$ cat src/rtl/spi_command_master.sv
// SPI mode-0 command master: sends one byte MSB first on MOSI and captures the reply byte from MISO.
// The sequence per frame is select setup, 8 SCLK periods, select hold, then an inter-frame gap.
module spi_command_master #(
  parameter int CLK_DIV   = 25,
  parameter int SETUP_CYC = 4,
  parameter int HOLD_CYC  = 4,
  parameter int GAP_CYC   = 8
) (
  input  logic       clk,
  input  logic       rst_n,
  input  logic [7:0] cmd_data,
  input  logic       cmd_valid,
  output logic       cmd_ready,
  output logic [7:0] resp_data,
  output logic       resp_valid,
  output logic       busy,
  output logic       SCLK,
  output logic       SS,
  output logic       MOSI,
  input  logic       MISO
);

  // One phase counter covers SETUP, HOLD and GAP, so it is sized for the longest of the three.
  localparam int PH_MAX = (SETUP_CYC > HOLD_CYC) ?
                          ((SETUP_CYC > GAP_CYC) ? SETUP_CYC : GAP_CYC) :
                          ((HOLD_CYC  > GAP_CYC) ? HOLD_CYC  : GAP_CYC);
  localparam int PW = (PH_MAX  > 1) ? $clog2(PH_MAX)  : 1;
  localparam int DW = (CLK_DIV > 1) ? $clog2(CLK_DIV) : 1;

  typedef enum logic [2:0] {S_IDLE, S_SETUP, S_SHIFT, S_HOLD, S_GAP} state_t;

  state_t          state_q, state_d;
  logic [7:0]      tx_q, tx_d;
  logic [7:0]      rx_q, rx_d;
  logic [2:0]      bit_q, bit_d;
  logic [DW-1:0]   div_q, div_d;
  logic [PW-1:0]   ph_q, ph_d;
  logic            sclk_q, sclk_d;
  logic            ss_q, ss_d;
  logic            mosi_q, mosi_d;
  logic            busy_q, busy_d;
  logic [7:0]      resp_data_q, resp_data_d;
  logic            resp_valid_q, resp_valid_d;

  assign cmd_ready  = (state_q == S_IDLE);
  assign resp_data  = resp_data_q;
  assign resp_valid = resp_valid_q;
  assign busy       = busy_q;
  assign SCLK       = sclk_q;
  assign SS         = ss_q;
  assign MOSI       = mosi_q;

  // Next-state and next-output logic for the frame sequencer.
  always_comb begin
    state_d      = state_q;
    tx_d         = tx_q;
    rx_d         = rx_q;
    bit_d        = bit_q;
    div_d        = div_q;
    ph_d         = ph_q;
    sclk_d       = sclk_q;
    ss_d         = ss_q;
    mosi_d       = mosi_q;
    busy_d       = busy_q;
    resp_data_d  = resp_data_q;
    resp_valid_d = 1'b0;
    case (state_q)
      S_IDLE: begin
        if (cmd_valid) begin
          state_d = S_SETUP;
          tx_d    = cmd_data;
          mosi_d  = cmd_data[7];
          ss_d    = 1'b0;
          busy_d  = 1'b1;
          bit_d   = 3'd7;
          ph_d    = '0;
        end
      end
      S_SETUP: begin
        if (ph_q == PW'(SETUP_CYC - 1)) begin
          state_d = S_SHIFT;
          ph_d    = '0;
          div_d   = '0;
        end else begin
          ph_d = ph_q + PW'(1);
        end
      end
      S_SHIFT: begin
        if (div_q == DW'(CLK_DIV - 1)) begin
          div_d = '0;
          if (!sclk_q) begin
            // Rising edge: capture the line the slave has held stable all low phase.
            sclk_d = 1'b1;
            rx_d   = {rx_q[6:0], MISO};
          end else begin
            sclk_d = 1'b0;
            if (bit_q == 3'd0) begin
              state_d = S_HOLD;
              ph_d    = '0;
            end else begin
              bit_d  = bit_q - 3'd1;
              tx_d   = {tx_q[6:0], 1'b0};
              mosi_d = tx_q[6];
            end
          end
        end else begin
          div_d = div_q + DW'(1);
        end
      end
      S_HOLD: begin
        if (ph_q == PW'(HOLD_CYC - 1)) begin
          state_d      = S_GAP;
          ph_d         = '0;
          ss_d         = 1'b1;
          mosi_d       = 1'b0;
          resp_data_d  = rx_q;
          resp_valid_d = 1'b1;
        end else begin
          ph_d = ph_q + PW'(1);
        end
      end
      S_GAP: begin
        if (ph_q == PW'(GAP_CYC - 1)) begin
          state_d = S_IDLE;
          ph_d    = '0;
          busy_d  = 1'b0;
        end else begin
          ph_d = ph_q + PW'(1);
        end
      end
      default: state_d = S_IDLE;
    endcase
  end

  // State and output registers; a low rst_n discards any frame in flight.
  always_ff @(posedge clk) begin
    if (!rst_n) begin
      state_q      <= S_IDLE;
      tx_q         <= '0;
      rx_q         <= '0;
      bit_q        <= '0;
      div_q        <= '0;
      ph_q         <= '0;
      sclk_q       <= 1'b0;
      ss_q         <= 1'b1;
      mosi_q       <= 1'b0;
      busy_q       <= 1'b0;
      resp_data_q  <= '0;
      resp_valid_q <= 1'b0;
    end else begin
      state_q      <= state_d;
      tx_q         <= tx_d;
      rx_q         <= rx_d;
      bit_q        <= bit_d;
      div_q        <= div_d;
      ph_q         <= ph_d;
      sclk_q       <= sclk_d;
      ss_q         <= ss_d;
      mosi_q       <= mosi_d;
      busy_q       <= busy_d;
      resp_data_q  <= resp_data_d;
      resp_valid_q <= resp_valid_d;
    end
  end

endmodule

$ cat config.mk
export PLATFORM = sky130hd
export DESIGN_NAME = spi_command_master
export DESIGN_NICKNAME = d
export VERILOG_FILES = /design/src/rtl/spi_command_master.sv
export SDC_FILE = /design/constraint.sdc
export NUM_CORES = 1
export LEC_CHECK = 0
export CAP_MARGIN = 20
export CORE_MARGIN = 2
export CORE_UTILIZATION = 58
export CTS_BUF_LIST = sky130_fd_sc_hd__clkbuf_8 sky130_fd_sc_hd__clkbuf_16
export CTS_CLUSTER_SIZE = 40
export DETAILED_ROUTE_END_ITERATION = 10
export GPL_TIMING_DRIVEN = 0
export PLACE_DENSITY = 0.84
export SLEW_MARGIN = 30
export SYNTH_ARGS = -nofsm -noshare
export SYNTH_HDL_FRONTEND = slang
export SYNTH_SLANG_ARGS = --single-unit
$ cat constraint.sdc
create_clock -name clk -period 3.6 [get_ports clk]
set_clock_uncertainty 0.2 [all_clocks]
set_input_delay 0.9 -clock clk [delete_from_list [all_inputs] [get_ports clk]]
set_output_delay 0.9 -clock clk [all_outputs]
set_load 0.01 [all_outputs]
==> flow_metrics.env, run 1 <==
export IMPL_tightest_slew_ns=1.028
export IMPL_hpwl_mm=3.002
export IMPL_rsz0062_at_grt="false"
export IMPL_finalSetupViolCount=0
export IMPL_core_um2=3311
export IMPL_die_h_um=62.48
export IMPL_max_freq_mhz=336.2
export IMPL_fin_nets=279
export IMPL_hold_path_class="flip-flop to flip-flop"
export IMPL_cts_resized=0
export IMPL_p_per_area_nw_per_um2=380.5
export IMPL_syn_num_nets=248
export IMPL_final_common_cell="dfxtp_1"
export IMPL_post_drt_wl_per_cell_um=14.14
export IMPL_grt_pass1_vias=1701
export IMPL_multi_input_area_um2=1042
export IMPL_critPathLaunchType="flip-flop"
export IMPL_cts_tree="done"
export IMPL_root_buffer="clkbuf_8"
export IMPL_synth_edf_count=0
export IMPL_fin_crit_ns=2.975
export IMPL_route_vias_total=1755
export IMPL_antenna_found_initial=0
export IMPL_die_area_um2=3903
export IMPL_fill_cells=280
export IMPL_seq_area_um2=840.8
export IMPL_yosysTopAreaCell="dfxtp_1"
export IMPL_finalInstanceArea_um2=2374
export IMPL_drt_iter0_drc=106
export IMPL_initial_core_util_pct=59.90
export IMPL_synthCells=228
export IMPL_hold_viol_final=0
export IMPL_antenna_cells=0
export IMPL_r2r_start="ph_q[1]$_SDFFE_PN0P_"
export IMPL_post_cts_buffers=0
export IMPL_worstSetupEndpointType="primary output"
export IMPL_grt_pass1_wl_mm=7.472
export IMPL_slew_headroom_pct=30.96
export IMPL_vdd_drop_max_mv=0.3381
export IMPL_area_growth_pct=19.68
export IMPL_rows=21
export IMPL_drc=0
export IMPL_grt_overflow_total=0
export IMPL_syn_area_per_cell_um2=8.698
export IMPL_gp_congestion=0.8852
export IMPL_final_cell_mix="dfxtp_1, nand2_1, a21oi_1"
export IMPL_crit_fanout=10
export IMPL_synth_yosys_seq_area_share_pct=42.40
export IMPL_timing_setup_tns_ns=0
export IMPL_worstSkewPairLatency_ns=0.31
export IMPL_yosysWarnings=0
export IMPL_dp_worst_setup_slack_ns=0.9233
export IMPL_drt_wl_total_mm=4.326
export IMPL_slew_violations=0
export IMPL_syn_area_um2=1983
export IMPL_numCtsBuffers=5
export IMPL_io_buffer_count=24
export IMPL_setup_ws_ns=0.6253
export IMPL_grt_usage_pct=23.95
export IMPL_path_class="flip-flop to primary output"
export IMPL_reg2regPathDepth=6
export IMPL_cts_sinks=42
export IMPL_min_path_cells=2
export IMPL_drive_gt1_share_pct=7.308
export IMPL_critPathRequiredTime_ns=2.50
export IMPL_die_w_um=62.48
export IMPL_holdPathEnd="resp_data[6]$_SDFFE_PN0P_"
export IMPL_r2r_end="resp_data[1]$_SDFFE_PN0P_"
export IMPL_outcome="finished clean"
export IMPL_clkTransAtPathRegs_ns=0.09
export IMPL_synth_top_cell_area_share_pct=42.40
export IMPL_clockBufferDepth=2
export IMPL_ys_flop_type="dfxtp_1"
export IMPL_r2r_slack_ns=1.28
export IMPL_min_from="resp_data[6]$_SDFFE_PN0P_"
export IMPL_synthArstFlopShare_pct=0
export IMPL_maxCapViolCount=0
export IMPL_viasPerCell=5.735
export IMPL_grt_max_degree=16
export IMPL_ys_types=40
export IMPL_post_route_period_util_pct=82.63
export IMPL_place_area_um2=2281
export IMPL_antenna_left=0
export IMPL_synth_seq_cells=42
export IMPL_worst_ep_arrival_time_ns=1.87
export IMPL_dr_pass1_iters=4
export IMPL_h_tree_depth=2
export IMPL_p_leak_nw=0.7990
export IMPL_ys_top_cells_by_area="dfxtp_1, mux2i_1, a21oi_1, nand2_1, ha_1"
export IMPL_hold_buffers=0
export IMPL_ios=26
-- layout make-up --
class,count,area share [%]
multi-input cells,163,43.91
flip-flops and latches,42,35.42
inverters,8,1.265
well taps,46,2.425
repair buffers,24,10.12
plain buffers,15,2.952
clock buffers,5,2.899
clock inverters,3,1.002
-- synthesized netlist by cell type (2+ instances only) --
| library cell | instances |
|---|---|
| nand2b_1 | 2 |
| ha_1 | 8 |
| o21ai_0 | 4 |
| nor2b_1 | 3 |
| mux2i_1 | 16 |
| dfxtp_1 | 42 |
| o21bai_1 | 2 |
| o311ai_0 | 2 |
| nor3_1 | 10 |
| nand3_1 | 5 |
| buf_4 | 2 |
| a211oi_1 | 8 |
| a311oi_1 | 4 |
| a21oi_1 | 25 |
| inv_1 | 7 |
| nor2_1 | 21 |
| o22ai_1 | 3 |
| nand2_1 | 29 |
| clkbuf_1 | 8 |
| buf_2 | 5 |
| a31oi_1 | 3 |
-- sequential cells by signal, indices dropped and copies added, names as in the netlist --
signal	count
SS	1
resp_data	8
bit_q	3
rx_q	8
tx_q	7
state_q	3
busy	1
resp_valid	1
MOSI	1
ph_q	3
SCLK	1
div_q	5
-- worst max-delay path, stage by stage, from the launching register on --
cell and delay (ns):
dfxtp_1 0.43, buf_2 0.25, buf_2 0.30, nor3_1 0.09
clkdlybuf4s50_1 0.49
-- how the worst max path moves through the flow --
stage | startpoint | endpoint | slack [ns] | depth (start not counted)
after CTS | state_q[1]$_SDFFE_PN0P_ | cmd_ready | 0.63 | 4
final | state_q[1]$_SDFFE_PN0P_ | cmd_ready | 0.63 | 4
after floorplan | rst_n | div_q[0]$_SDFFE_PN0P_ | 1.48 | 5
after global routing | state_q[1]$_SDFFE_PN0P_ | cmd_ready | 0.49 | 4
after global placement | cmd_valid | bit_q[0]$_SDFFE_PN0P_ | 0.97 | 6
after detailed placement | cmd_valid | MOSI$_SDFFE_PN0P_ | 0.92 | 5
-- metrics by stage --
step                total power [mW]  hold slack, ns  instances  utilization (%)
floorplan                     0.5610          0.2312        228                -
global placement              0.5943          0.2438        298            68.90
detailed placement            0.5977          0.2494        298            68.90
CTS                           0.9068          0.2620        306            71.69
global route                  0.9401          0.2830        306            71.69
finish                        0.9032          0.2581        306            71.69
-- cell families after synthesis --
logic type	synth area share, %
flip-flops	42.40
buffers and inverters	5.047
AO/OA/AOI/OAI	20.95
adder cells (fa/ha/maj)	5.048
multiplexers	8.076
AND/OR/NAND/NOR	18.49
-- power by group --
group	total, mW	switching [mW]	internal (mW)
clock	0.315	0.177	0.139
combinational	0.0979	0.0528	0.0452
sequential	0.490	0.00981	0.480
total	0.903	0.239	0.664
-- per-layer routing --
metal	vias to the layer above	part of all wire (%)	track usage, %
li1	875	-	-
met1	831	45	28.51
met2	43	49	41.67
met3	6	4.5	5.586
met4	0	1.4	9.444
met5	-	0	0
No activity file was read; power rests on OpenSTA's default activity.
==> run 2: changes to the inputs <==
Settings changed: CORE_UTILIZATION 58 to 49, PLACE_DENSITY 0.84 to 0.76.
Clock period 3.6 ns to 2.4 ns, I/O delays scaled along.
==> run 2 against run 1 <==
  * Sequential share of layout area shrank 0.55 points
  * Power grew 61%
  * Worst hold slack about the same
  * Core utilization fell by 11 points
  * Sequential cell count is the same
  * Cell area is 1.6% higher
  * Die area up 17%
  * Routed wire length fell by 0.95%
  * Critical path depth did not move
  * Largest cell class unchanged
  * Register-to-register slack lost 0.96 ns
  * Non-clock buffer count stayed put
  * Clock power up 83%
==> flow_metrics.env, run 2 (synthesis results as in run 1) <==
export IMPL_max_freq_mhz=428.1
export IMPL_crit_fanout=10
export IMPL_worst_path_buf_inv=3
export IMPL_hold_buffers=0
export IMPL_hold_path_class="flip-flop to flip-flop"
export IMPL_cts_tree="done"
export IMPL_power_frac_clock_pct=39.6
export IMPL_slew_headroom_pct=49.02
export IMPL_fin_crit_ns=2.336
export IMPL_critPathSlowestCell="dfxtp_1"
export IMPL_hold_viol_final=0
export IMPL_h_tree_depth=2
export IMPL_r2r_start="div_q[0]$_SDFFE_PN0P_"
export IMPL_grt_pass1_vias=1552
export IMPL_seqPwrFrac_pct=50.4
export IMPL_rows=23
export IMPL_max_stage_delay_ns=0.44
export IMPL_post_cts_buffers=0
export IMPL_io_buffer_count=24
export IMPL_viasPerCell=5.558
export IMPL_initial_core_util_pct=50.30
export IMPL_die_h_um=67.62
export IMPL_gp_congestion=0.8367
export IMPL_drt_iter0_drc=111
export IMPL_post_drt_wl_per_cell_um=13.82
export IMPL_critPathLaunchType="flip-flop"
export IMPL_die_area_um2=4572
export IMPL_die_w_um=67.62
export IMPL_p_sw_uw=356.1
export IMPL_critPathRequiredTime_ns=1.60
export IMPL_outcome="finished clean"
export IMPL_holdPathEnd="resp_data[4]$_SDFFE_PN0P_"
export IMPL_min_from="resp_data[4]$_SDFFE_PN0P_"
export IMPL_area_growth_pct=21.58
export IMPL_p_leak_nw=0.8215
export IMPL_drc=0
export IMPL_cts_sinks=42
export IMPL_dp_worst_setup_slack_ns=0.05276
export IMPL_final_common_cell="dfxtp_1"
export IMPL_clkTransAtPathRegs_ns=0.09
export IMPL_worst_ep_arrival_time_ns=1.54
export IMPL_worstSkewPairLatency_ns=0.30
export IMPL_maxCapViolCount=0
export IMPL_worstSetupEndpointType="primary output"
export IMPL_grt_pass1_wl_mm=7.341
export IMPL_hpwl_mm=3.003
export IMPL_crit_chain="clkbuf_4 -> buf_4 -> nor3_1 -> dlygate4sd2_1"
export IMPL_slew_violations=0
export IMPL_dr_pass1_iters=4
export IMPL_antenna_left=0
export IMPL_antenna_found_initial=0
export IMPL_crit_family="buffers and inverters"
export IMPL_setup_ws_ns=0.06428
export IMPL_ios=26
export IMPL_path_class="flip-flop to primary output"
export IMPL_grt_overflow_total=0
export IMPL_antenna_cells=0
export IMPL_final_cell_mix="dfxtp_1, nand2_1, a21oi_1"
export IMPL_fin_nets=279
export IMPL_core_um2=3943
export IMPL_tightest_slew_ns=0.7551
export IMPL_root_buffer="clkbuf_8"
export IMPL_r2r_end="ph_q[0]$_SDFFE_PN0P_"
export IMPL_switching_share_pct=24.48
export IMPL_clockBufferDepth=2
export IMPL_route_vias_total=1723
export IMPL_reg2regPathDepth=5
export IMPL_finalSetupViolCount=0
export IMPL_post_route_period_util_pct=97.32
export IMPL_p_int_mw=1.099
export IMPL_min_path_cells=2
export IMPL_grt_usage_pct=21.42
export IMPL_combPwrFrac_pct=9.9
export IMPL_vdd_drop_max_mv=0.5829
export IMPL_grt_max_degree=15
export IMPL_timing_setup_tns_ns=0
export IMPL_p_per_area_nw_per_um2=603.4
export IMPL_drt_wl_total_mm=4.285
export IMPL_numCtsBuffers=5
export IMPL_drive_gt1_share_pct=8.077
export IMPL_r2r_slack_ns=0.32
run 2: final cells by class:
cell class / count / area, µm²
buffer: 15 / 78.83
clock buffer: 5 / 68.82
clock inverter: 3 / 43.79
fill: 351 / 1531
inverter: 8 / 30.03
multi-input combinational: 163 / 1047
sequential: 42 / 840.8
tap: 50 / 62.56
timing repair buffer: 24 / 239.0
run 2: how the worst max path moves through the flow:
stage / start / depth (start not counted) / end / slack (ns)
6_report: state_q[1]$_SDFFE_PN0P_ / 4 / cmd_ready / 0.06
5_1_grt: state_q[1]$_SDFFE_PN0P_ / 4 / cmd_ready / -0.0004
4_1_cts: state_q[1]$_SDFFE_PN0P_ / 4 / cmd_ready / 0.05
3_5_place_dp: cmd_valid / 6 / tx_q[4]$_SDFFE_PN0P_ / 0.05
3_3_place_gp: cmd_valid / 6 / bit_q[0]$_SDFFE_PN0P_ / 0.07
2_1_floorplan: rst_n / 5 / div_q[0]$_SDFFE_PN0P_ / 0.58
run 2: worst reg2reg max path, cell delays in order (launching register included):
cell	delay [ns]
dfxtp_1	0.36
inv_1	0.08
ha_1	0.21
nand4b_4	0.18
o311ai_0	0.73
a311oi_1	0.18
run 2: metrics by stage:
| step | total power [mW] | hold slack, ns | instance area [µm²] | std cells | utilization (%) |
|---|---|---|---|---|---|
| after CTS | 1.461 | 0.2598 | 2404 | 310 | 60.96 |
| final | 1.455 | 0.2579 | 2411 | 310 | 61.16 |
| after floorplan | 0.8415 | 0.2312 | 1983 | 228 | - |
| after detailed placement | 0.8952 | 0.2478 | 2286 | 302 | 57.98 |
| after global routing | 1.509 | 0.2766 | 2411 | 310 | 61.16 |
| after global placement | 0.8919 | 0.2448 | 2286 | 302 | 57.98 |
run 2: metal layers:
metal  vias up  global-route usage [%]  part of all wire (%)
met2        31                   34.19                    47
met3         6                   5.000                   3.7
met4         0                   6.888                   1.6
met1       811                   28.53                    48
met5         -                       0                     0
li1        875                       -                     -
run 2: power by group through the flow:
stage               sequential (mW)  clock [mW]  combinational (mW)
finish                        0.734       0.577               0.144
floorplan                     0.749           0              0.0924
global placement              0.750           0               0.142
CTS                           0.734       0.583               0.145
detailed placement            0.750           0               0.145
global route                  0.737       0.611               0.161
run 2: repair_timing:
item / CTS / global route
cloned: 0 / 0
endpoints found under the setup margin: 1 / 1
resized for setup: 4 / 1
